## src/rtl/uart_tx.sv

```systemverilog
// Double-buffered UART transmitter: one holding register feeding an 8N1/8N2
// shifter, with registered serial output, status flags and end-of-frame pulse.
module uart_tx #(
    parameter int unsigned CLKS_PER_BIT = 1000,
    parameter int unsigned INVERT       = 0,
    parameter int unsigned STOP_BITS    = 1
) (
    input  logic       clk,
    input  logic       rst,
    input  logic       we,
    input  logic [7:0] din,
    output logic       full,
    output logic       busy,
    output logic       done,
    output logic       tx
);

    localparam int unsigned CNT_W  = 16;
    localparam int unsigned IDX_W  = 3;
    localparam int unsigned DATA_W = 8;

    localparam logic [CNT_W-1:0] CNT_LAST  = CNT_W'(CLKS_PER_BIT - 1);
    localparam logic [IDX_W-1:0] DATA_LAST = IDX_W'(DATA_W - 1);
    localparam logic [IDX_W-1:0] STOP_LAST = IDX_W'(STOP_BITS - 1);
    localparam logic             INV       = (INVERT != 0);

    typedef enum logic [1:0] {
        IDLE  = 2'd0,
        START = 2'd1,
        DATA  = 2'd2,
        STOP  = 2'd3
    } state_e;

    state_e              state_q, state_d;
    logic [CNT_W-1:0]    cnt_q, cnt_d;
    logic [IDX_W-1:0]    idx_q, idx_d;
    logic [DATA_W-1:0]   shift_q, shift_d;
    logic [DATA_W-1:0]   hold_q, hold_d;
    logic                full_q, full_d;
    logic                busy_q, busy_d;
    logic                done_q, done_d;
    logic                tx_q, tx_d;
    logic                line_d;
    logic                bit_end;

    // State and output registers
    always_ff @(posedge clk) begin
        if (rst) begin
            state_q <= IDLE;
            cnt_q   <= '0;
            idx_q   <= '0;
            shift_q <= '0;
            hold_q  <= '0;
            full_q  <= 1'b0;
            busy_q  <= 1'b0;
            done_q  <= 1'b0;
            tx_q    <= ~INV;
        end else begin
            state_q <= state_d;
            cnt_q   <= cnt_d;
            idx_q   <= idx_d;
            shift_q <= shift_d;
            hold_q  <= hold_d;
            full_q  <= full_d;
            busy_q  <= busy_d;
            done_q  <= done_d;
            tx_q    <= tx_d;
        end
    end

    // Next-state logic; outputs are derived from the next state so they line up with it
    always_comb begin
        state_d = state_q;
        cnt_d   = cnt_q;
        idx_d   = idx_q;
        shift_d = shift_q;
        hold_d  = hold_q;
        full_d  = full_q;
        done_d  = 1'b0;
        line_d  = 1'b1;
        bit_end = (cnt_q == CNT_LAST);

        // Accept and unload are exclusive: one needs full_q=0, the other full_q=1
        if (we && !full_q) begin
            hold_d = din;
            full_d = 1'b1;
        end

        case (state_q)
            IDLE: begin
                cnt_d = '0;
                idx_d = '0;
                if (full_q) begin
                    shift_d = hold_q;
                    full_d  = 1'b0;
                    state_d = START;
                end
            end
            START: begin
                if (bit_end) begin
                    cnt_d   = '0;
                    idx_d   = '0;
                    state_d = DATA;
                end else begin
                    cnt_d = cnt_q + CNT_W'(1);
                end
            end
            DATA: begin
                if (bit_end) begin
                    cnt_d = '0;
                    if (idx_q == DATA_LAST) begin
                        idx_d   = '0;
                        state_d = STOP;
                    end else begin
                        idx_d = idx_q + IDX_W'(1);
                    end
                end else begin
                    cnt_d = cnt_q + CNT_W'(1);
                end
            end
            STOP: begin
                // idx counts stop bits here so the counter never exceeds one bit period
                if (bit_end) begin
                    cnt_d = '0;
                    if (idx_q == STOP_LAST) begin
                        idx_d  = '0;
                        done_d = 1'b1;
                        if (full_q) begin
                            shift_d = hold_q;
                            full_d  = 1'b0;
                            state_d = START;
                        end else begin
                            state_d = IDLE;
                        end
                    end else begin
                        idx_d = idx_q + IDX_W'(1);
                    end
                end else begin
                    cnt_d = cnt_q + CNT_W'(1);
                end
            end
            default: begin
                cnt_d   = '0;
                idx_d   = '0;
                state_d = IDLE;
            end
        endcase

        case (state_d)
            START:   line_d = 1'b0;
            DATA:    line_d = shift_d[idx_d];
            default: line_d = 1'b1;
        endcase

        tx_d   = line_d ^ INV;
        busy_d = (state_d != IDLE);
    end

    assign full = full_q;
    assign busy = busy_q;
    assign done = done_q;
    assign tx   = tx_q;

endmodule

```

## config.mk

```make
export PLATFORM = sky130hd
export DESIGN_NAME = uart_tx
export DESIGN_NICKNAME = d
export VERILOG_FILES = /design/src/rtl/uart_tx.sv
export SDC_FILE = /design/constraint.sdc
export NUM_CORES = 1
export LEC_CHECK = 0
export ABC_AREA = 1
export BUFFER_PORTS_ARGS = -buffer_cell sky130_fd_sc_hd__buf_2
export CORE_UTILIZATION = 45
export DETAILED_ROUTE_END_ITERATION = 8
export PLACE_DENSITY_LB_ADDON = 0.1
export SYNTH_ARGS = -nofsm -noshare
export SYNTH_HDL_FRONTEND = slang
export SYNTH_SLANG_ARGS = --single-unit
export TNS_END_PERCENT = 100
```

## constraint.sdc

```tcl
create_clock -name clk -period 1.84 [get_ports clk]
set_clock_uncertainty 0.15 [all_clocks]
set_input_delay 0 -clock clk [delete_from_list [all_inputs] [get_ports clk]]
set_output_delay 0 -clock clk [all_outputs]
set_load 0.005 [all_outputs]
```

After elaboration in Yosys (flattened, before gate mapping) --
Cells that the tools add are included.
Storage, ports and cells: register bits after elaboration 41, output and inout bits 4
Operators by class: add/sub/neg operators 2, magnitude comparators 1, equal/unequal tests 7, multiplexer cells 29, bitwise gates (word level) 2, reduce and logical (&&, ||, !) cells 7
Operator list (number):
- $pmux W16 S2 | 1
- $mux W8 | 3
- $add A16 B1 Y16 const B | 1
- $eq A16 B10 Y1 const B | 1
- $mux W16 | 1
- $pmux W8 S2 | 1
- $mux W3 | 5
- $mux W2 | 6
- $pmux W3 S4 | 1
- $pmux W2 S4 | 1
- $mux W1 | 7
- $eq A2 B2 Y1 const B | 3
- $reduce_or A3 Y1 | 2
- $eq A2 B1 Y1 const B | 2
- $lt A3 B4 Y1 const B | 1
- $pmux W1 S2 | 2
- $add A3 B1 Y3 const B | 1
- $bmux W1 S3 | 1
- $eq A3 B3 Y1 const B | 1
- $logic_not A3 Y1 | 1
- $logic_not A2 Y1 | 1
- $not A1 Y1 | 2
- $reduce_bool A2 Y1 | 1
- $logic_and A1 B1 Y1 | 1
- $logic_not A1 Y1 | 1

Logic depth before layout (Yosys ltp) --
Gate-level depths: netlist of run 1.
depth after elaboration 7, gate-level depth with buffers 18, depth with buffers taken out 18

Least setup slack after synthesis of run 1 --
OpenSTA, ideal clock, no wires.
path type reg-to-reg, from reg state_q[0], to reg tx_q, in the netlist tx, setup time 0.109 ns, data arrival time 1.620 ns, required time 1.581 ns, path slack -0.039 ns, cell stages (with the launch flop) 16, path buffers 1, clock period less this slack 1.879 ns, path through dfxtp_1 > inv_1 > ha_1 > clkbuf_1 > inv_1 > nand2_1 > inv_1 > nand2_2 > nor2_4 > nand3_1 > nand3_1 > nand2_1 > nand2_1 > nand3_1 > nand2_1 > inv_1
On the way: word-level cells in the longest chain between the ends 5
RTL lines:
- from (decl) | RTL line 34 | state_e state_q, state_d;
- from (signal assigned) | RTL line 59 | state_q <= state_d;
- $eq A2 B2 Y1, or another cell as far along | RTL line 89 | case (state_q)
- $pmux W3 S4, or another cell as far along | RTL line 89
- $bmux W1 S3 or $pmux W2 S4 (tied branches) | RTL line 151, 89
- $mux W1 (not written as such), or another cell as far along | RTL line 151 | DATA: line_d = shift_d[idx_d];
- $pmux W1 S2 * | RTL line 149 | case (state_d)
- to (signal assigned) | RTL line 57 | tx_q <= ~INV;
- to (signal assigned) | RTL line 67 | tx_q <= tx_d;
- to (decl) | RTL line 42 | logic tx_q, tx_d;
Every way passes the cells marked *; elsewhere a longest branch is shown, timed or not. The select of a mux whose other input is x is not followed. A chain may end at the register's enable or synchronous reset.

Final worst setup path of run 1 --
from reg cnt_q[1], to reg tx_q, in the netlist tx
On the way: word-level cells in the longest chain between the ends 6
RTL lines:
- from (decl) | RTL line 35 | logic [CNT_W-1:0] cnt_q, cnt_d;
- from (signal assigned) | RTL line 60 | cnt_q <= cnt_d;
- $eq A16 B10 Y1 * | RTL line 81 | bit_end = (cnt_q == CNT_LAST);
- $mux W3, or another cell as far along | RTL line 123 | if (bit_end) begin
- $pmux W3 S4 or $pmux W8 S2 (tied branches) | RTL line 89
- $bmux W1 S3 | RTL line 151
- $mux W1 (not written as such) | RTL line 151
- $pmux W1 S2 * | RTL line 149
Marks and branches as above.

==> out/qor.json, run 1 <==
{
  "distinct_cell_type_count_after_synthesis": {"value": 35},
  "crit_path_end_kind": {"value": "register"},
  "synthArstFlopShare": {"value": 0},
  "syn_nets": {"value": 369},
  "grt_pass1_vias": {"value": 2219},
  "final_hold_viol_count": {"value": 0},
  "setup_viol_count_final": {"value": 3},
  "multi_input_area": {"value": 1435, "unit": "sq um"},
  "ioPinCount": {"value": 15},
  "worst_slew_margin_rel": {"value": 0.7840},
  "row_count": {"value": 25},
  "cp.buffers_inverters": {"value": 2},
  "drive_gt1_frac": {"value": 0.3372},
  "result_of_the_run": {"value": "finished, violations left"},
  "fin_crit_sh": {"value": 1.075},
  "grt_setup_unrepaired": {"value": "true"},
  "layout.cells.most_common_list": {"value": "sky130_fd_sc_hd__nand2_1, sky130_fd_sc_hd__buf_4, sky130_fd_sc_hd__nor2_1"},
  "failed_checks": {"value": "negative setup slack"},
  "cp_slowest_stage_delay": {"value": 0.36, "unit": "ns"},
  "critical_path.max_fanout": {"value": 4},
  "synth_fa_ha_area_frac": {"value": 0.04315},
  "final_nets": {"value": 451},
  "power.leakage": {"value": 1.559, "unit": "nW"},
  "initial_util": {"value": 0.4785},
  "syn-cell-area": {"value": 2320, "unit": "sq um"},
  "synthMuxAreaShare": {"value": 0},
  "fmax": {"value": 505.4, "unit": "MHz"},
  "synth.top_cells.by_area": {"value": "sky130_fd_sc_hd__dfxtp_1, sky130_fd_sc_hd__nand2_1, sky130_fd_sc_hd__nor2_1"},
  "synth-main-ff-cell": {"value": "sky130_fd_sc_hd__dfxtp_1"},
  "detail_route.wirelength.met1": {"value": 2.904, "unit": "mm"},
  "routabilityCongestion": {"value": 0.8545},
  "antennaDiodeCount": {"value": 0},
  "timing.critical_path.mode_cell": {"value": "sky130_fd_sc_hd__nand2_1"},
  "core_area": {"value": 4848, "unit": "sq um"},
  "area_growth_syn_to_layout": {"value": 40.45, "unit": "%"},
  "detail_route.wl_per_cell": {"value": 11.90, "unit": "um"},
  "grt_start_max_net_pins": {"value": 15},
  "powerDensity": {"value": 788.0, "unit": "nW/um^2"},
  "seqCellArea": {"value": 830.8, "unit": "sq um"},
  "floorplan.die.width": {"value": 73.80, "unit": "um"},
  "number_of_antenna_violations_at_the_first_check_in_global_routing": {"value": 0},
  "grtUsageTotal": {"value": 0.2334},
  "path_class": {"value": "reg2reg"},
  "syn_area_per_cell": {"value": 6.628, "unit": "sq um"},
  "synth_sequential_area_ratio": {"value": 0.3538},
  "data_required_critical_path": {"value": 1.90, "unit": "ns"},
  "gate_count_post_synth": {"value": 350},
  "met3_length": {"value": 173, "unit": "um"},
  "synth_largest_type_area_fraction": {"value": 0.3538},
  "placement.io_buffers": {"value": 14},
  "worstHoldPathType": {"value": "in2reg"},
  "synthXorXnorAreaFrac": {"value": 0.01133},
  "critical-path-top-delay-family": {"value": "simple AND/OR/NAND/NOR gates"},
  "hpwl": {"value": 4.290, "unit": "mm"},
  "worst_ep_arrival_time": {"value": 2.03, "unit": "ns"},
  "vias": {"value": 2419},
  "clock_transition_at_path_regs": {"value": 0.08, "unit": "ns"},
  "worstMarginPinSlew": {"value": 0.3236, "unit": "ns"},
  "htree_levels": {"value": 2},
  "cell_type_with_the_largest_total_area_after_synthesis": {"value": "sky130_fd_sc_hd__dfxtp_1"},
  "synth_compound_area_frac": {"value": 0.09871},
  "yosysWarnings": {"value": 0},
  "cts-root-to-sink-buffers": {"value": 2},
  "n_fill_cell": {"value": 421},
  "critical-path-slowest-cell": {"value": "sky130_fd_sc_hd__dfxtp_2"},
  "slew_viol_final": {"value": 0},
  "detailroute.wirelength.met2": {"value": 2.767, "unit": "mm"},
  "remaining_antenna_violation_count": {"value": 0},
  "die_area": {"value": 5446, "unit": "sq um"},
  "critical_path.cell_chain": {"value": "ha_4 -> nand2_4 -> clkinv_4 -> nand2_4 -> nor2_4 -> nand2_4 -> o21ai_4 -> nand2_2 -> nor2_4 -> nand2_1 -> nand3_2 -> nand2_1 -> nand2_1 -> nand3_1 -> nand2_1 -> inv_1"},
  "setup_slack": {"value": -0.1385, "unit": "ns"},
  "grt_first_pass_wirelength": {"value": 9.742, "unit": "mm"},
  "clk_latency": {"value": 0.30, "unit": "ns"},
  "worst_ir_drop_vdd": {"value": 596.5, "unit": "uV"},
  "placed_cells": {"value": 476},
  "synth-edff-count": {"value": 0},
  "mostFrequentLayoutCell": {"value": "sky130_fd_sc_hd__nand2_1"},
  "route.top_layer_used": {"value": "met4"},
  "maxcap_viol_count": {"value": 0},
  "tritoncts.num_buffers": {"value": 5},
  "drt_pass1_iterations": {"value": 4},
  "setup-tns-final": {"value": -0.3274, "unit": "ns"},
  "post-route-min-period": {"value": 1.978, "unit": "ns"},
  "synth_seq_cells": {"value": 41},
  "initialDrtViolationCount": {"value": 135},
  "synth_top_family_by_area": {"value": "simple AND/OR/NAND/NOR gates"},
  "grt_overflow": {"value": 0},
  "post_drt_via_cell_ratio": {"value": 4.838},
  "postLayoutCoreUtil": {"value": 0.6720},
  "final_cells": {"value": 500},
  "cp-start-kind": {"value": "register"},
  "floorplan.die.height": {"value": 73.80, "unit": "um"},
  "hold_slack": {"value": 0.3050, "unit": "ns"},
  "clock_sinks": {"value": 41},
  "tritoncts": {"value": "yes"},
  "synth_simple_gate_area_share": {"value": 0.4088},
  "drcViolationCount": {"value": 0},
  "clockRootBuffer": {"value": "sky130_fd_sc_hd__clkbuf_8"},
  "final_routed_wirelength_across_all_metal_layers": {"value": 5.952, "unit": "mm"}
}
==> layout make-up <==
type | instances | area share
Clock inverter | 2 | 0.01152
Inverter | 43 | 0.05376
Clock buffer | 6 | 0.02535
Timing Repair Buffer | 81 | 0.1882
Tap cell | 67 | 0.02573
Sequential cell | 41 | 0.2550
Multi-Input combinational cell | 260 | 0.4405
==> kinds of logic after synthesis <==
| logic type | after synthesis |
|---|---|
| adders and majority gates | 8 |
| DFF | 41 |
| buffers and inverters | 49 |
| AOI/OAI and AO/OA | 42 |
| xor gates and xnor gates | 3 |
| and+or+nand+nor | 207 |
==> Yosys cell counts (3+ instances only) <==
| library cell | instances |
|---|---|
| sky130_fd_sc_hd__o21ai_0 | 15 |
| sky130_fd_sc_hd__nor3_2 | 3 |
| sky130_fd_sc_hd__nor3_1 | 4 |
| sky130_fd_sc_hd__a21oi_1 | 19 |
| sky130_fd_sc_hd__inv_1 | 36 |
| sky130_fd_sc_hd__clkbuf_1 | 3 |
| sky130_fd_sc_hd__nor2_1 | 47 |
| sky130_fd_sc_hd__nor2_2 | 4 |
| sky130_fd_sc_hd__buf_2 | 3 |
| sky130_fd_sc_hd__nor2_4 | 3 |
| sky130_fd_sc_hd__nand3_1 | 29 |
| sky130_fd_sc_hd__nand2_2 | 8 |
| sky130_fd_sc_hd__nand2_1 | 96 |
| sky130_fd_sc_hd__ha_1 | 8 |
| sky130_fd_sc_hd__dfxtp_1 | 41 |
| sky130_fd_sc_hd__or2_2 | 4 |
==> final timing paths <==
kind	start	endpoint	slack (ns)	cells past startpoint
worst max-delay path	cnt_q[1]	tx	-0.14	16
worst max register to register	cnt_q[1]	tx	-0.14	16
worst min register to register	shift_q[6]	shift_q[6]	0.35	2
worst min-delay path	din[3]	hold_q[3]	0.30	4
==> power by group <==
group / switching [mW] / internal (mW)
clock network: 0.332 / 0.441
registers: 0.0498 / 0.960
logic: 0.421 / 0.363
total: 0.803 / 1.76
==> metal layers <==
layer,global-route usage,vias up
met5,0,-
met4,0.07692,0
met3,0.04252,9
met2,0.3731,35
met1,0.3157,1101
li1,-,1274
==> flip-flops by register name (all words and copies together) (netlist names) <==
signal / flops
tx: 1
done: 1
cnt_q: 16
hold_q: 8
shift_q: 8
idx_q: 3
state_q: 2
full: 1
busy: 1
==> repair_timing <==
action	in CTS	in global routing
setup buffers	1	6
pin swaps	8	14
endpoints found under the setup margin	10	20
gates cloned	0	0
hold endpoints to repair	21	0
hold buffers	10	0
gates resized for setup	16	31
==> through the flow <==
| step | worst slack (ns) | instance area (sq um) | power (mW) |
|---|---|---|---|
| after floorplan | 0.003333 | 2340 | 1.425 |
| after global placement | -0.1602 | 2850 | 1.724 |
| after detailed placement | -0.2176 | 2850 | 1.732 |
| after CTS | -0.1323 | 3126 | 2.527 |
| after global routing | -0.2802 | 3258 | 2.721 |
| final | -0.1385 | 3258 | 2.567 |
==> worst reg2reg max path, stage by stage, from the launching register on <==
cell and delay (ns):
sky130_fd_sc_hd__dfxtp_2 0.36, sky130_fd_sc_hd__ha_4 0.16, sky130_fd_sc_hd__nand2_4 0.07, sky130_fd_sc_hd__clkinv_4 0.06, sky130_fd_sc_hd__nand2_4 0.05, sky130_fd_sc_hd__nor2_4 0.13
sky130_fd_sc_hd__nand2_4 0.08, sky130_fd_sc_hd__o21ai_4 0.18, sky130_fd_sc_hd__nand2_2 0.08, sky130_fd_sc_hd__nor2_4 0.14, sky130_fd_sc_hd__nand2_1 0.09, sky130_fd_sc_hd__nand3_2 0.08
sky130_fd_sc_hd__nand2_1 0.06, sky130_fd_sc_hd__nand2_1 0.05, sky130_fd_sc_hd__nand3_1 0.07, sky130_fd_sc_hd__nand2_1 0.06, sky130_fd_sc_hd__inv_1 0.03
Power figures use the tool's default switching activity.
==> run 2: changes to the inputs <==
Settings changed: ABC_CLOCK_PERIOD_IN_PS set to 1840, SKIP_CTS_REPAIR_TIMING set to 1.
==> run 2 against run 1 <==
Net effect:
- the flow still finishes with violations (negative setup slack)
- final area fell by 0.88%
- flip-flop and latch count unchanged
- power shrank 0.56%
- non-clock buffer count fell by 1
- largest cell class unchanged
- critical endpoint unchanged
- fmax down 2.1%
- combinational power down 2%
==> out/qor.json, run 2 (same netlist as run 1, synthesis figures left out) <==
{
  "data_required_critical_path": {"value": 1.89, "unit": "ns", "change": "about the same"},
  "multi_input_area": {"value": 1424, "unit": "sq um", "change": "-0.78%"},
  "tritoncts": {"value": "yes"},
  "critical_path.cell_chain": {"value": "ha_4 -> nand2_4 -> inv_4 -> nand2_4 -> nor2_4 -> nand2_4 -> o21ai_4 -> nand2_2 -> nor2_4 -> nand2_1 -> nand3_2 -> nand2_1 -> nand2_1 -> nand3_1 -> nand2_1 -> inv_1"},
  "number_of_flip_flops_in_the_largest_register": {"value": 16, "change": "unchanged"},
  "drt_pass1_iterations": {"value": 4, "change": "unchanged"},
  "mostFrequentLayoutCell": {"value": "sky130_fd_sc_hd__nand2_1"},
  "worst_ep_arrival_time": {"value": 2.07, "unit": "ns", "change": "+0.04 ns"},
  "n_fill_cell": {"value": 416, "change": "-1.2%"},
  "drcViolationCount": {"value": 0, "change": "unchanged"},
  "worst_ir_drop_vdd": {"value": 596.3, "unit": "uV", "change": "about the same"},
  "setup_slack": {"value": -0.1811, "unit": "ns", "change": "-0.04262 ns"},
  "largest_register": {"value": "cnt_q"},
  "layout.cells.most_common_list": {"value": "sky130_fd_sc_hd__nand2_1, sky130_fd_sc_hd__buf_4, sky130_fd_sc_hd__nor2_1"},
  "post_drt_via_cell_ratio": {"value": 4.856, "change": "+0.37%"},
  "tritoncts.num_buffers": {"value": 5, "change": "unchanged"},
  "grt_first_pass_wirelength": {"value": 9.301, "unit": "mm", "change": "-4.5%"},
  "critical_path.max_fanout": {"value": 4, "change": "unchanged"},
  "floorplan.die.height": {"value": 73.80, "unit": "um", "change": "unchanged"},
  "timing.critical_path.mode_cell": {"value": "sky130_fd_sc_hd__nand2_1"},
  "fin_crit_sh": {"value": 1.098, "change": "+0.02316"},
  "placement.io_buffers": {"value": 14, "change": "unchanged"},
  "cp.buffers_inverters": {"value": 2, "change": "unchanged"},
  "row_count": {"value": 25, "change": "unchanged"},
  "power.leakage": {"value": 1.554, "unit": "nW", "change": "-0.30%"},
  "grtUsageTotal": {"value": 0.2230, "change": "-0.01037"},
  "result_of_the_run": {"value": "finished, violations left"},
  "fmax": {"value": 494.8, "unit": "MHz", "change": "-2.1%"},
  "final_area": {"value": 3229, "unit": "sq um", "change": "-0.88%"},
  "critical-path-top-delay-family": {"value": "simple AND/OR/NAND/NOR gates"},
  "clk_latency": {"value": 0.30, "unit": "ns", "change": "about the same"},
  "clock_sinks": {"value": 41, "change": "unchanged"},
  "core_area": {"value": 4848, "unit": "sq um", "change": "unchanged"},
  "postLayoutCoreUtil": {"value": 0.6661, "change": "-0.005935"},
  "detail_route.wl_per_cell": {"value": 11.73, "unit": "um", "change": "-1.5%"},
  "final_hold_viol_count": {"value": 0, "change": "unchanged"},
  "number_of_antenna_violations_at_the_first_check_in_global_routing": {"value": 0, "change": "unchanged"},
  "cp-start-kind": {"value": "register"},
  "remaining_antenna_violation_count": {"value": 0, "change": "unchanged"},
  "htree_levels": {"value": 2, "change": "unchanged"},
  "floorplan.die.width": {"value": 73.80, "unit": "um", "change": "unchanged"},
  "grt_start_max_net_pins": {"value": 15, "change": "unchanged"},
  "clock_transition_at_path_regs": {"value": 0.08, "unit": "ns", "change": "about the same"},
  "grt_setup_unrepaired": {"value": "true"},
  "vias": {"value": 2423, "change": "+0.17%"},
  "grt_overflow": {"value": 0, "change": "unchanged"},
  "top_regs": {"value": "cnt_q x16, hold_q x8, shift_q x8"},
  "crit_path_end_kind": {"value": "register"},
  "antennaDiodeCount": {"value": 0, "change": "unchanged"},
  "initial_util": {"value": 0.4785, "change": "unchanged"},
  "final_routed_wirelength_across_all_metal_layers": {"value": 5.852, "unit": "mm", "change": "-1.7%"},
  "die_area": {"value": 5446, "unit": "sq um", "change": "unchanged"},
  "routabilityCongestion": {"value": 0.8545, "change": "unchanged"},
  "post-route-min-period": {"value": 2.021, "unit": "ns", "change": "+0.04262 ns"},
  "ioPinCount": {"value": 15, "change": "unchanged"},
  "maxcap_viol_count": {"value": 0, "change": "unchanged"},
  "worstMarginPinSlew": {"value": 0.3346, "unit": "ns", "change": "+0.01097 ns"},
  "hold_slack": {"value": 0.3070, "unit": "ns", "change": "+0.002024 ns"},
  "final_nets": {"value": 450, "change": "-0.22%"},
  "setup_viol_count_final": {"value": 4, "change": "+1"},
  "clockRootBuffer": {"value": "sky130_fd_sc_hd__clkbuf_8"},
  "path_class": {"value": "reg2reg"},
  "worst_slew_margin_rel": {"value": 0.7767, "change": "-0.007325"},
  "seqCellArea": {"value": 825.8, "unit": "sq um", "change": "-0.60%"},
  "post-layout-total-power": {"value": 2.553, "unit": "mW", "change": "-0.56%"},
  "critical-path-slowest-cell": {"value": "sky130_fd_sc_hd__dfxtp_2"},
  "grt_pass1_vias": {"value": 2098, "change": "-5.5%"},
  "cts-root-to-sink-buffers": {"value": 2, "change": "unchanged"},
  "worstHoldPathType": {"value": "in2reg"},
  "slew_viol_final": {"value": 0, "change": "unchanged"},
  "failed_checks": {"value": "negative setup slack"},
  "drive_gt1_frac": {"value": 0.3218, "change": "-0.01542"},
  "powerDensity": {"value": 790.6, "unit": "nW/um^2", "change": "+0.32%"},
  "dpl_cell_area": {"value": 2850, "unit": "sq um", "change": "unchanged"},
  "cp_slowest_stage_delay": {"value": 0.36, "unit": "ns", "change": "about the same"},
  "area_growth_syn_to_layout": {"value": 39.21, "unit": "%"},
  "initialDrtViolationCount": {"value": 108, "change": "-20%"},
  "hpwl": {"value": 4.290, "unit": "mm", "change": "unchanged"}
}
[run 2: report_power, final]
group,switching [mW],internal (mW)
clock,0.329,0.441
sequential,0.0498,0.960
combinational,0.411,0.361
total,0.790,1.76
[run 2: final cells by class]
| type | count | area share |
|---|---|---|
| clock buffer | 6 | 0.02557 |
| clock inverter | 2 | 0.01162 |
| inverter | 43 | 0.05269 |
| multi-input combinational | 260 | 0.4409 |
| sequential | 41 | 0.2557 |
| tap | 67 | 0.02596 |
| timing repair buffer | 80 | 0.1875 |
[run 2: through the flow]
stage | instances | setup TNS [ns] | worst slack (ns)
2_1_floorplan | 350 | 0 | 0.003333
3_3_place_gp | 476 | -0.4074 | -0.1602
3_5_place_dp | 476 | -0.5170 | -0.2176
4_1_cts | 484 | -0.7341 | -0.2475
5_1_grt | 499 | -1.569 | -0.3259
6_report | 499 | -0.4398 | -0.1811
[run 2: final timing paths]
check | start | endpoint | slack, ns | depth (start not counted)
setup / recovery | cnt_q[0] | tx | -0.18 | 16
setup reg to reg | cnt_q[0] | tx | -0.18 | 16
hold reg to reg | shift_q[6] | shift_q[6] | 0.35 | 2
hold / removal | din[3] | hold_q[3] | 0.31 | 4
[run 2: worst register-to-register path, delay by kind of cell, from the launching register on]
kind | cells | cell delay [ns]
fa+ha+maj | 1 | 0.16
compound gates | 1 | 0.16
flops | 1 | 0.36
buf+inv | 2 | 0.10
simple gates | 12 | 1.00
[run 2: layer usage]
metal	up-vias	global-route usage	share of wire
met2	40	0.3405	0.46
li1	1269	-	-
met1	1104	0.3107	0.50
met4	0	0.07692	0.017
met3	10	0.04527	0.028
met5	-	0	0
==> run 3: changes to the inputs <==
Settings changed: PLACE_DENSITY_LB_ADDON 0.1 to 0.08, RECOVER_POWER set to 100.
==> run 3 against run 2 <==
Net effect:
- the run still ends with negative setup slack left
- critical path depth stayed put
- power is 5.6% lower
- final area is 0.85% higher
- sequential share of layout area is 0.25 points lower
- flip-flop and latch count stayed put
- register-to-register slack worse by 0.02 ns
- non-clock buffer count is 1 higher
- combinational power is 4.0% higher
- via count is 0.12% higher
- setup slack worse by 0.022 ns
- clock-buffer cell count is 1 lower
- global-route usage is 0.37 points lower
- largest power group unchanged
==> out/qor.json, run 3 (same netlist as run 1, synthesis figures left out) <==
{
  "result_of_the_run": {"value": "finished, violations left"},
  "failed_checks": {"value": "negative setup slack"},
  "clock_sinks": {"value": 41, "change": "unchanged"},
  "hp-start": {"value": "din[0]"},
  "mostFrequentLayoutCell": {"value": "sky130_fd_sc_hd__nand2_1"},
  "grt_overflow": {"value": 0, "change": "unchanged"},
  "initialDrtViolationCount": {"value": 98, "change": "-9.3%"},
  "routabilityCongestion": {"value": 0.8309, "change": "-2.8%"},
  "setup_slack": {"value": -0.2030, "unit": "ns", "change": "-0.02190 ns"},
  "data_required_critical_path": {"value": 1.90, "unit": "ns", "change": "about the same"},
  "grt_start_max_net_pins": {"value": 15, "change": "unchanged"},
  "postLayoutCoreUtil": {"value": 0.6717, "change": "+0.005677"},
  "grt_first_pass_wirelength": {"value": 9.073, "unit": "mm", "change": "-2.5%"},
  "final_routed_wirelength_across_all_metal_layers": {"value": 5.830, "unit": "mm", "change": "-0.38%"},
  "setup_viol_count_final": {"value": 5, "change": "+1"},
  "detail_route.wl_per_cell": {"value": 11.64, "unit": "um", "change": "-0.77%"},
  "grtUsageTotal": {"value": 0.2193, "change": "-0.003718"},
  "worstHoldPathType": {"value": "in2reg"},
  "grt_setup_unrepaired": {"value": "true"},
  "power.leakage": {"value": 1.532, "unit": "nW", "change": "-1.4%"},
  "tritoncts.num_buffers": {"value": 5, "change": "unchanged"},
  "worst_slew_margin_rel": {"value": 0.7779, "change": "+0.001173"},
  "core_area": {"value": 4848, "unit": "sq um", "change": "unchanged"},
  "fmax": {"value": 489.5, "unit": "MHz", "change": "-1.1%"},
  "initial_util": {"value": 0.4785, "change": "unchanged"},
  "antennaDiodeCount": {"value": 0, "change": "unchanged"},
  "ioPinCount": {"value": 15, "change": "unchanged"},
  "drt_pass1_iterations": {"value": 4, "change": "unchanged"},
  "drcViolationCount": {"value": 0, "change": "unchanged"},
  "clk_latency": {"value": 0.30, "unit": "ns", "change": "about the same"},
  "worstMarginPinSlew": {"value": 0.3332, "unit": "ns", "change": "-0.001391 ns"},
  "hpwl": {"value": 4.098, "unit": "mm", "change": "-4.5%"},
  "final_hold_viol_count": {"value": 0, "change": "unchanged"},
  "die_area": {"value": 5446, "unit": "sq um", "change": "unchanged"},
  "clock_transition_at_path_regs": {"value": 0.08, "unit": "ns", "change": "about the same"},
  "worst_setup_path_startpoint": {"value": "cnt_q[0]"},
  "path_class": {"value": "reg2reg"},
  "critical_path.max_fanout": {"value": 4, "change": "unchanged"},
  "cts-root-to-sink-buffers": {"value": 2, "change": "unchanged"},
  "placed_cells": {"value": 476, "change": "unchanged"},
  "drive_gt1_frac": {"value": 0.3364, "change": "+0.01465"},
  "final_nets": {"value": 452, "change": "+0.44%"},
  "largest_register": {"value": "cnt_q"},
  "area_growth_syn_to_layout": {"value": 40.40, "unit": "%"},
  "htree_levels": {"value": 2, "change": "unchanged"},
  "floorplan.die.height": {"value": 73.80, "unit": "um", "change": "unchanged"},
  "post_drt_via_cell_ratio": {"value": 4.842, "change": "-0.28%"},
  "fin_crit_sh": {"value": 1.110, "change": "+0.01190"},
  "worst_ep_arrival_time": {"value": 2.10, "unit": "ns", "change": "+0.03 ns"},
  "vias": {"value": 2426, "change": "+0.12%"},
  "layout.cells.most_common_list": {"value": "sky130_fd_sc_hd__nand2_1, sky130_fd_sc_hd__buf_4, sky130_fd_sc_hd__nor2_1"},
  "number_of_flip_flops_in_the_largest_register": {"value": 16, "change": "unchanged"},
  "number_of_antenna_violations_at_the_first_check_in_global_routing": {"value": 0, "change": "unchanged"},
  "grt_pass1_vias": {"value": 2066, "change": "-1.5%"},
  "powerDensity": {"value": 740.2, "unit": "nW/um^2", "change": "-6.4%"},
  "final_cells": {"value": 501, "change": "+0.40%"},
  "cp-start-kind": {"value": "register"},
  "crit_path_end_kind": {"value": "register"},
  "floorplan.die.width": {"value": 73.80, "unit": "um", "change": "unchanged"},
  "placement.io_buffers": {"value": 14, "change": "unchanged"},
  "top_regs": {"value": "cnt_q x16, hold_q x8, shift_q x8"},
  "critical_path.reg2reg.startpoint": {"value": "cnt_q[0]"},
  "clockRootBuffer": {"value": "sky130_fd_sc_hd__clkbuf_8"},
  "remaining_antenna_violation_count": {"value": 0, "change": "unchanged"},
  "row_count": {"value": 25, "change": "unchanged"},
  "post-route-min-period": {"value": 2.043, "unit": "ns", "change": "+0.02190 ns"},
  "tritoncts": {"value": "yes"},
  "worst_ir_drop_vdd": {"value": 559.9, "unit": "uV", "change": "-6.1%"},
  "slew_viol_final": {"value": 0, "change": "unchanged"},
  "maxcap_viol_count": {"value": 0, "change": "unchanged"}
}
## run 3: power breakdown
part | switching [mW] | total (mW) | internal, mW
registers | 0.0518 | 1.01 | 0.960
logic | 0.428 | 0.803 | 0.375
clock network | 0.333 | 0.595 | 0.262
## run 3: area by class of cell
cell class	instances	area, sq um
sequential	41	824.5
clock buffer	5	68.82
clock inverter	3	17.52
timing repair inverter	1	7.507
timing repair buffer	81	616.8
inverter	43	170.2
fill	450	1592
tap	67	83.83
multi-input combinational	260	1468
## run 3: metrics by stage
step | TNS (ns) | hold slack, ns | total power [mW] | worst slack [ns] | instance area (sq um)
after CTS | -0.8046 | -0.2407 | 2.346 | -0.2545 | 2949
after global routing | -2.043 | 0.3128 | 2.561 | -0.3402 | 3257
after floorplan | 0 | -0.08093 | 1.425 | 0.003333 | 2340
after global placement | -0.5019 | 0.06877 | 1.741 | -0.2347 | 2863
final | -0.3713 | 0.3003 | 2.411 | -0.2030 | 3257
after detailed placement | -0.5965 | 0.07567 | 1.746 | -0.2274 | 2863
## run 3: worst paths after layout
check / cells after the start / endpoint / slack (ns)
worst max-delay path: 16 / tx / -0.20
worst min-delay path: 4 / hold_q[0] / 0.30
worst max register to register: 16 / tx / -0.20
worst min register to register: 2 / shift_q[7] / 0.35
## run 3: critical path, cell delays in order (launching register included)
cell                      delay [ns]
sky130_fd_sc_hd__dfxtp_2        0.36
sky130_fd_sc_hd__ha_4           0.16
sky130_fd_sc_hd__nand2_4        0.06
sky130_fd_sc_hd__inv_4          0.07
sky130_fd_sc_hd__nand2_4        0.06
sky130_fd_sc_hd__nor2_4         0.15
sky130_fd_sc_hd__nand2_4        0.09
sky130_fd_sc_hd__o21ai_4        0.15
sky130_fd_sc_hd__nand2_2        0.09
sky130_fd_sc_hd__nor2_4         0.17
sky130_fd_sc_hd__nand3_1        0.09
sky130_fd_sc_hd__nand3_1        0.08
sky130_fd_sc_hd__nand2_1        0.05
sky130_fd_sc_hd__nand2_1        0.05
sky130_fd_sc_hd__nand3_1        0.07
sky130_fd_sc_hd__nand2_1        0.07
sky130_fd_sc_hd__inv_1          0.03
## run 3: layer usage
layer  vias up  global-route usage  part of all wire
met4         0             0.07051             0.012
met1      1096              0.3036              0.49
met3         7             0.04115             0.050
met5         -                   0                 0
li1       1275                   -                 -
met2        48              0.3425              0.44
